`src/rtl/cpu_pkg.sv`:
```
// Shared encodings for the plotter CPU: branch-unit op codes and jump condition codes.
package cpu_pkg;

  localparam int OP_WIDTH   = 3;
  localparam int COND_WIDTH = 4;

  localparam logic [OP_WIDTH-1:0] OP_NEXT = 3'd0;
  localparam logic [OP_WIDTH-1:0] OP_JMP  = 3'd1;
  localparam logic [OP_WIDTH-1:0] OP_JMPC = 3'd2;
  localparam logic [OP_WIDTH-1:0] OP_CALL = 3'd3;
  localparam logic [OP_WIDTH-1:0] OP_RET  = 3'd4;
  localparam logic [OP_WIDTH-1:0] OP_HALT = 3'd5;

  localparam logic [COND_WIDTH-1:0] COND_EQ  = 4'd0;
  localparam logic [COND_WIDTH-1:0] COND_NE  = 4'd1;
  localparam logic [COND_WIDTH-1:0] COND_LT  = 4'd2;
  localparam logic [COND_WIDTH-1:0] COND_LE  = 4'd3;
  localparam logic [COND_WIDTH-1:0] COND_GT  = 4'd4;
  localparam logic [COND_WIDTH-1:0] COND_GE  = 4'd5;
  localparam logic [COND_WIDTH-1:0] COND_CR  = 4'd6;
  localparam logic [COND_WIDTH-1:0] COND_CW  = 4'd7;
  localparam logic [COND_WIDTH-1:0] COND_NCR = 4'd8;
  localparam logic [COND_WIDTH-1:0] COND_NCW = 4'd9;

endpackage

```
`src/rtl/cpu_call_stack.sv`:
```
// Bounded LIFO of return addresses; the extra pointer bit keeps full and empty distinct.
module cpu_call_stack #(
  parameter int STACK_DEPTH = 8,
  parameter int PC_WIDTH    = 12
) (
  input  logic                clk,
  input  logic                rst_n,
  input  logic                push,
  input  logic                pop,
  input  logic [PC_WIDTH-1:0] push_data,
  output logic [PC_WIDTH-1:0] top,
  output logic                full,
  output logic                empty
);

  localparam int IDX_W = $clog2(STACK_DEPTH);
  localparam int PTR_W = IDX_W + 1;

  logic [PTR_W-1:0]    sp;
  logic [IDX_W-1:0]    top_idx;
  logic [PC_WIDTH-1:0] mem [STACK_DEPTH];

  assign full    = (sp == PTR_W'(STACK_DEPTH));
  assign empty   = (sp == '0);
  assign top_idx = sp[IDX_W-1:0] - IDX_W'(1);
  assign top     = mem[top_idx];

  always_ff @(posedge clk) begin
    if (!rst_n) begin
      sp <= '0;
    end else if (push && !full) begin
      sp <= sp + PTR_W'(1);
    end else if (pop && !empty) begin
      sp <= sp - PTR_W'(1);
    end
  end

  // Contents need no reset: an empty pointer makes them unreachable.
  always_ff @(posedge clk) begin
    if (push && !full) begin
      mem[sp[IDX_W-1:0]] <= push_data;
    end
  end

endmodule

```
`src/rtl/cpu_jmp_cond_decoder.sv`:
```
// Combinational jump-condition evaluation from compare flags and live accelerator status.
module cpu_jmp_cond_decoder
  import cpu_pkg::*;
(
  input  logic [COND_WIDTH-1:0] cond,
  input  logic                  eq,
  input  logic                  gt,
  input  logic                  lt,
  input  logic                  can_read,
  input  logic                  can_write,
  output logic                  hit
);

  always_comb begin
    hit = 1'b0;
    case (cond)
      COND_EQ:  hit = eq;
      COND_NE:  hit = !eq;
      COND_LT:  hit = lt;
      COND_LE:  hit = lt || eq;
      COND_GT:  hit = gt;
      COND_GE:  hit = gt || eq;
      COND_CR:  hit = can_read;
      COND_CW:  hit = can_write;
      COND_NCR: hit = !can_read;
      COND_NCW: hit = !can_write;
      default:  hit = 1'b0;
    endcase
  end

endmodule

```
`src/rtl/cpu_branch_ctrl.sv`:
```
// Program counter and branch sequencer: compare flags, conditional jumps, call/return, halt.
module cpu_branch_ctrl #(
  parameter int PC_WIDTH    = 12,
  parameter int DATA_WIDTH  = 16,
  parameter int STACK_DEPTH = 8,
  parameter int COND_WIDTH  = 4
) (
  input  logic                  clk,
  input  logic                  rst_n,
  input  logic                  stall,
  input  logic                  cmp_valid,
  input  logic [DATA_WIDTH-1:0] cmp_a,
  input  logic [DATA_WIDTH-1:0] cmp_b,
  input  logic                  accel_can_read,
  input  logic                  accel_can_write,
  input  logic                  op_valid,
  input  logic [2:0]            op,
  input  logic [COND_WIDTH-1:0] cond,
  input  logic [PC_WIDTH-1:0]   target,
  output logic [PC_WIDTH-1:0]   pc,
  output logic                  taken,
  output logic                  halted,
  output logic                  stack_err
);

  import cpu_pkg::*;

  logic                flag_eq;
  logic                flag_gt;
  logic                flag_lt;
  logic                cond_hit;
  logic                accept;
  logic                push;
  logic                pop;
  logic                stk_full;
  logic                stk_empty;
  logic [PC_WIDTH-1:0] stk_top;
  logic [PC_WIDTH-1:0] pc_inc;
  logic                cmp_eq;
  logic                cmp_lt;

  assign accept = op_valid && !stall && !halted;
  assign pc_inc = pc + PC_WIDTH'(1);
  assign push   = accept && (op == OP_CALL) && !stk_full;
  assign pop    = accept && (op == OP_RET) && !stk_empty;
  assign cmp_eq = (cmp_a == cmp_b);
  assign cmp_lt = ($signed(cmp_a) < $signed(cmp_b));

  // Registered flags only, so a same-cycle compare never affects the JMPC beside it.
  cpu_jmp_cond_decoder u_cond (
    .cond      (cond),
    .eq        (flag_eq),
    .gt        (flag_gt),
    .lt        (flag_lt),
    .can_read  (accel_can_read),
    .can_write (accel_can_write),
    .hit       (cond_hit)
  );

  cpu_call_stack #(
    .STACK_DEPTH (STACK_DEPTH),
    .PC_WIDTH    (PC_WIDTH)
  ) u_stack (
    .clk       (clk),
    .rst_n     (rst_n),
    .push      (push),
    .pop       (pop),
    .push_data (pc_inc),
    .top       (stk_top),
    .full      (stk_full),
    .empty     (stk_empty)
  );

  always_ff @(posedge clk) begin
    if (!rst_n) begin
      pc        <= '0;
      flag_eq   <= 1'b0;
      flag_gt   <= 1'b0;
      flag_lt   <= 1'b0;
      taken     <= 1'b0;
      halted    <= 1'b0;
      stack_err <= 1'b0;
    end else begin
      taken <= 1'b0;
      if (!stall && !halted && cmp_valid) begin
        flag_eq <= cmp_eq;
        flag_lt <= cmp_lt;
        flag_gt <= !cmp_eq && !cmp_lt;
      end
      if (accept) begin
        case (op)
          OP_JMP: begin
            pc    <= target;
            taken <= 1'b1;
          end
          OP_JMPC: begin
            if (cond_hit) begin
              pc    <= target;
              taken <= 1'b1;
            end else begin
              pc <= pc_inc;
            end
          end
          OP_CALL: begin
            if (!stk_full) begin
              pc    <= target;
              taken <= 1'b1;
            end else begin
              stack_err <= 1'b1;
              halted    <= 1'b1;
            end
          end
          OP_RET: begin
            if (!stk_empty) begin
              pc    <= stk_top;
              taken <= 1'b1;
            end else begin
              stack_err <= 1'b1;
              halted    <= 1'b1;
            end
          end
          OP_HALT: halted <= 1'b1;
          default: pc <= pc_inc;
        endcase
      end
    end
  end

endmodule

```
`config.mk`:
```
export PLATFORM = sky130hd
export DESIGN_NAME = cpu_branch_ctrl
export DESIGN_NICKNAME = d
export VERILOG_FILES = /design/src/rtl/cpu_pkg.sv /design/src/rtl/cpu_call_stack.sv /design/src/rtl/cpu_jmp_cond_decoder.sv /design/src/rtl/cpu_branch_ctrl.sv
export SDC_FILE = /design/constraint.sdc
export NUM_CORES = 1
export LEC_CHECK = 0
export BUFFER_PORTS_ARGS = -buffer_cell sky130_fd_sc_hd__buf_4
export CORE_UTILIZATION = 40
export DETAILED_ROUTE_END_ITERATION = 16
export PLACE_DENSITY_LB_ADDON = 0.08
export SYNTH_ARGS = -nofsm -noshare
export SYNTH_HDL_FRONTEND = slang
export SYNTH_SLANG_ARGS = --single-unit
```
`constraint.sdc`:
```
create_clock -name clk -period 5.3 [get_ports clk]
set_clock_uncertainty 0.2 [all_clocks]
set_input_delay 1.325 -clock clk [delete_from_list [all_inputs] [get_ports clk]]
set_output_delay 1.325 -clock clk [all_outputs]
set_load 0.03 [all_outputs]
```
# --- After elaboration in Yosys (flattened, before gate mapping) ---
# Memories as Yosys holds them, arrays and structs flattened.
# Cells that the tools add are included.
op_classes:
  reduce_logical: 31
  muxes: 17
  addsub: 4
  magnitude_cmp: 1
  bitwise_logic: 1
  n_eq_ne: 20
ops:
  columns: ["cell", "n"]
  rows:
  - ["one-hot mux 12 bit (5 select lines)", 1]
  - ["2-to-1 mux 12 bit", 3]
  - ["equality test 16 bit", 1]
  - ["equality test 4 x 3 -> 1 bit, second input constant", 4]
  - ["< comparator 16 bit", 1]
  - ["adder 12 x 1 -> 12 bit, second input constant", 1]
  - ["equality test 4 bit, second input constant", 3]
  - ["AND reduction 4 bit", 3]
  - ["logical AND 1 bit", 11]
  - ["one-hot mux 1 bit (10 select lines)", 1]
  - ["logical NOT 1 bit", 9]
  - ["equality test 4 x 2 -> 1 bit, second input constant", 2]
  - ["logical NOT 4 bit", 2]
  - ["2-to-1 mux 4 bit", 2]
  - ["!= test 2 bit, second input constant", 4]
  - ["2-to-1 mux 1 bit", 7]
  - ["equality test 3 x 2 -> 1 bit, second input constant", 2]
  - ["equality test 3 bit, second input constant", 2]
  - ["adder 4 x 1 -> 4 bit, second input constant", 1]
  - ["equality test 4 x 1 -> 1 bit, second input constant", 1]
  - ["one-hot mux 1 bit (4 select lines)", 1]
  - ["nonzero test 2 bit", 2]
  - ["subtractor 4 x 1 -> 4 bit, second input constant", 1]
  - ["equality test 3 x 1 -> 1 bit, second input constant", 1]
  - ["other kinds (7)", 8]
totals:
  register_bits: 22
  output_inout_bits: 15
  memories: 1
  mem_bits_rw: 96
memory_table:
  columns: ["name", "words", "width", "rd", "rd_ports_with_merged_regs", "wr", "line", "source"]
  rows:
  - ["u_stack.mem", 8, 12, 1, 0, 1, "cpu_call_stack.sv:21", "logic [PC_WIDTH-1:0] mem [STACK_DEPTH];"]

# --- Logic depth before layout (Yosys ltp) ---
logic_depth:
  word_depth: 8
  depth_mapped: 13
  ltp_nobuf: 11

# --- Modules after synthesis ---
# From an unflattened synthesis, not the netlist that was laid out.
unflattened:
  cells_unflattened: 409
  hier_area_um2: 5635.4
modules_own_cells:
  columns: ["mod", "seq_area_each_um2", "cells_per_inst", "area_each_um2", "instances"]
  rows:
  - ["cpu_call_stack", 2962.8, 188, 4002.6, 1]
  - ["cpu_branch_ctrl", 360.3, 207, 1546.5, 1]
  - ["cpu_jmp_cond_decoder", 0.0, 14, 86.3, 1]

# --- Worst setup path after synthesis ---
# OpenSTA, ideal clock, no wires.
synth_timing:
  path_kind: "input to register"
  startpoint: "input port op[2]"
  endpoint: "memory u_stack.mem[1][0] (enable)"
  stages: 6
  path_buffers: 1
  arrival_ns: 3.074
  slack_ns: 1.630
  cell_sequence: "buf_4 -> and2b_1 -> nand2_1 -> nor2_1 -> nand3_1 -> nor3_1"
synth_via:
  elab_chain_cells: 6
synth_rtl:
  columns: ["element", "line", "source"]
  rows:
  - ["from (decl)", "cpu_branch_ctrl.sv:17", "input logic [2:0] op,"]
  - ["equality test 3 x 2 -> 1 bit", "cpu_branch_ctrl.sv:44", "assign push = accept && (op == OP_CALL) && !stk_full;"]
  - ["logical AND 1 bit (2 in a row)", "cpu_branch_ctrl.sv:44", null]
  - ["logical AND 1 bit", "cpu_call_stack.sv:40", "if (push && !full) begin"]
  - ["2-to-1 mux 1 bit", "cpu_call_stack.sv:40", null]
  - ["2-to-1 mux 1 bit (not written as such)", "cpu_call_stack.sv:41", "mem[sp[IDX_W-1:0]] <= push_data;"]
  - ["to (decl)", "cpu_call_stack.sv:21", null]
# No other way between the ends.

# --- Final worst setup path ---
layout_timing:
  startpoint: "input port op[2]"
  endpoint: "memory u_stack.mem[2][5] (enable)"
# Same word-level chain as after synthesis.

==> reports/summary.md <==
Static timing analysis puts the maximum clock frequency at 281 MHz. The number of setup buffers added after CTS is 0. Number of enable flip-flop cells after synthesis: 96. Library cell used as clock root buffer: sky130_fd_sc_hd__clkbuf_16. During synthesis, Yosys emitted a total of 0 warnings.

Pin placement for this block handled 73 I/O pins. The area of the mapped netlist is 5910 um^2. From synthesis to final layout, the design area changed by 21.3%. For this design, the CTS-stage hold fixing added 0 buffers. The first global-routing pass estimated 23.1 mm of wire. In the final routed layout, each cell accounts on average for 21.0 um. The transition time of the tightest slew-check pin is 1.23 ns. The run finished with clean final reports.

The initial antenna violation count was 0; the number of unique standard cell types used by synthesis was 67. The type of the worst setup path is in2reg. The flip-flop and latch count after synthesis is 118. In the global route stage, overall resource usage came out at 21.5%. For the worst-skew pair, the clock arrives at the later sink with an insertion delay of 0.41 ns. The critical path data arrival time is 3.38 ns.

The count of buffers from port buffering is 72. The tools report the number of nets in the final layout as 615. Entering global routing, the biggest net connects 28 pins. Sequential elements use 56.2% of the synthesized area. Class of the tightest hold or removal check: reg2reg. 0 antenna diodes ended up in the layout.

The maximum fanout along the worst path is 12. By area the synthesized netlist is led by sky130_fd_sc_hd__edfxtp_1 (49%), sky130_fd_sc_hd__mux4_2 (9.1%), sky130_fd_sc_hd__dfxtp_1 (7.4%), sky130_fd_sc_hd__ha_1 (4.4%), sky130_fd_sc_hd__nand2_1 (2.7%). The final clock period utilization by the worst path was 67.1%. For this run, design rule violations remaining after detail routing come to 0.

The tree built by TritonCTS fans out to 118 sinks. After floorplanning, the core was divided into 44 placement rows. The fraction of layout instances using a drive strength above 1 came out at 27.2%. The tools report the critical path endpoint category as a register. When the netlist entered floorplanning its net count stood at 539.

The largest area contributor in the netlist is sky130_fd_sc_hd__edfxtp_1. The tools report the critical path launch point type as an input pin. Setup total negative slack on the finished layout was measured at 0 ns. For this run, the leading register cell type out of synthesis is sky130_fd_sc_hd__edfxtp_1. For the worst-case setup slack after placement, the log shows 1.31 ns. For this run, asynchronously set or reset flops after synthesis account for 0%. A synthesized cell averages 12.9 um^2.

The average via count per standard cell was 5.63. The run gives 0 as the global-route congestion overflow total. The number of search-and-repair iterations in the first detailed-routing pass came out at 5. The width of the die came out at 124 um.

In the synthesized netlist, the cells that appear most often are sky130_fd_sc_hd__edfxtp_1 (96), sky130_fd_sc_hd__nand2_1 (42), sky130_fd_sc_hd__nor2_1 (27). After floorplanning, the core was sized to cover 14500 um^2. Across the run, the number of max-cap violations was 0.

For this design the static power due to leakage is 2.67 nW. The tools report the hold violation total from the final report as 0. The logs give 296 for the number of DRC markers after the initial detailed-route iteration and 49.5% for the post-route core utilization. The clock-pin transition on the worst setup and hold timing paths is 0.06 ns, and the worst-case vdd ir drop is 0.251 mV.

In this run, CTS created clock tree buffers numbering 17. The run gives 0.795 as the routability congestion estimate from global placement. The most instantiated library cell after synthesis was sky130_fd_sc_hd__edfxtp_1.

Synthesis produced a netlist whose cell count is 459. The routed wire length was 15.4 mm. The logs give 3950 for the number of global-route vias before repair and 40.8% for the starting density of the core. In this run, post-CTS repair resized a total of 0 instances. In this run the power density over the cells is 325 nW/um^2.

TritonCTS built the clock tree. Setup violations remaining at the end of the flow were counted as 0. The slack of the critical path is 1.74 ns, and the die boundary height is 124 um.

The required time of the critical path is 5.12 ns, and the proportion of netlist area held by the largest area contributor is 48.8%. Shortest period the worst path allows: 3.56 ns. The detail route stage leaves a number of antenna-violating nets equal to 0.

The number of buffers on the longest clock path was 2. Overall via count from detail_route: 4122. The die covers 15300 um^2. Setup repair after global routing left no endpoint under its margin. The max-slew violation count came out at 0. Once detailed placement completed, the half-perimeter wirelength came to 11.3 mm.

The H-tree generated during clock tree synthesis spans 4 levels. The relative slew slack was 17.4%.
-- placed cells by master, fill, tap and decap left out, types with 3 or more instances in the layout --
cell                          n
sky130_fd_sc_hd__dfxtp_1     21
sky130_fd_sc_hd__buf_4       77
sky130_fd_sc_hd__a311oi_1     4
sky130_fd_sc_hd__o22ai_1      3
sky130_fd_sc_hd__a21oi_1     19
sky130_fd_sc_hd__inv_1       26
sky130_fd_sc_hd__nor2b_1      4
sky130_fd_sc_hd__clkbuf_16   17
sky130_fd_sc_hd__and2_1       3
sky130_fd_sc_hd__o21ai_0     18
sky130_fd_sc_hd__nor3_1       5
sky130_fd_sc_hd__o31ai_1      3
sky130_fd_sc_hd__a21o_1       5
sky130_fd_sc_hd__nand2_1     42
sky130_fd_sc_hd__nand3b_1     3
sky130_fd_sc_hd__ha_1        21
sky130_fd_sc_hd__edfxtp_1    96
sky130_fd_sc_hd__nand3_1     13
sky130_fd_sc_hd__xor2_1       5
sky130_fd_sc_hd__clkinvlp_4   7
sky130_fd_sc_hd__nand4_1      8
sky130_fd_sc_hd__nor3b_1      3
sky130_fd_sc_hd__a31oi_1      4
sky130_fd_sc_hd__inv_6        3
sky130_fd_sc_hd__a21boi_0     4
sky130_fd_sc_hd__and3_1       4
sky130_fd_sc_hd__a31o_2       3
sky130_fd_sc_hd__nand2b_1     3
sky130_fd_sc_hd__mux2i_1      6
sky130_fd_sc_hd__a211oi_1     4
sky130_fd_sc_hd__xnor2_1     10
sky130_fd_sc_hd__mux4_2      24
sky130_fd_sc_hd__nor2_1      27
sky130_fd_sc_hd__o221ai_1     5
-- stage by stage --
step                instances  power [mW]  hold slack, ns  cell area, um^2
finish                    732        2.33           0.293             7170
detailed placement        700        1.28           0.284             6620
global route              732        2.41           0.303             7170
floorplan                 459        1.18           0.260             5910
CTS                       732        2.35           0.297             7170
global placement          700        1.28           0.278             6620
-- path summary, 6_finish.rpt --
check	cells past startpoint	slack, ns	endpoint	startpoint
worst max register to register	6	2.10	u_stack.mem[2][5]	u_stack.sp[1]
worst min register to register	1	0.29	flag_gt	flag_gt
worst max-delay path	6	1.74	u_stack.mem[2][5]	op[2]
worst min-delay path	1	0.29	flag_gt	flag_gt
-- worst max-delay path: stages --
cell and delay, ns:
sky130_fd_sc_hd__buf_4 0.15, sky130_fd_sc_hd__and2b_1 0.25, sky130_fd_sc_hd__nand2_1 0.13, sky130_fd_sc_hd__nor2_1 0.31
sky130_fd_sc_hd__nand3_1 0.26, sky130_fd_sc_hd__nor2_1 0.96
-- report_power, final --
group | switching (mW) | internal [mW]
logic | 0.134 | 0.0980
clock network | 0.429 | 0.643
registers | 0.0125 | 1.01
total | 0.576 | 1.75
-- routing by layer --
metal	up-vias	share of wire, %	track usage [%]	routed length [um]
met2	145	48	35.4	7380
met5	-	0	0	0
met3	23	5.4	4.67	825
met4	0	2.1	8.21	327
met1	2028	45	27.9	6870
li1	1926	-	-	-
-- cell families after synthesis --
kind of cell / after synthesis / synth area share, %
and+or+nand+nor: 132 / 11.2
DFF: 118 / 56.2
muxes: 32 / 10.5
adders and majority gates: 22 / 4.78
xor gates and xnor gates: 17 / 2.77
AOI/OAI and AO/OA: 92 / 10.9
buffers and inverters: 46 / 3.62
-- state kept, by name, summed over array words and instances (netlist names) --
| name | count |
|---|---|
| flag_eq | 1 |
| flag_gt | 1 |
| flag_lt | 1 |
| halted | 1 |
| pc | 12 |
| stack_err | 1 |
| taken | 1 |
| u_stack.mem | 96 |
| u_stack.sp | 4 |
-- final cells by class --
type,instances,area [um^2]
multi-input combinational,295,2380
tap,184,230
clock inverter,15,130
timing repair buffer,77,578
clock buffer,17,425
inverter,26,97.6
sequential,118,3320
fill,1312,7310
No activity file was read; power rests on OpenSTA's default activity.
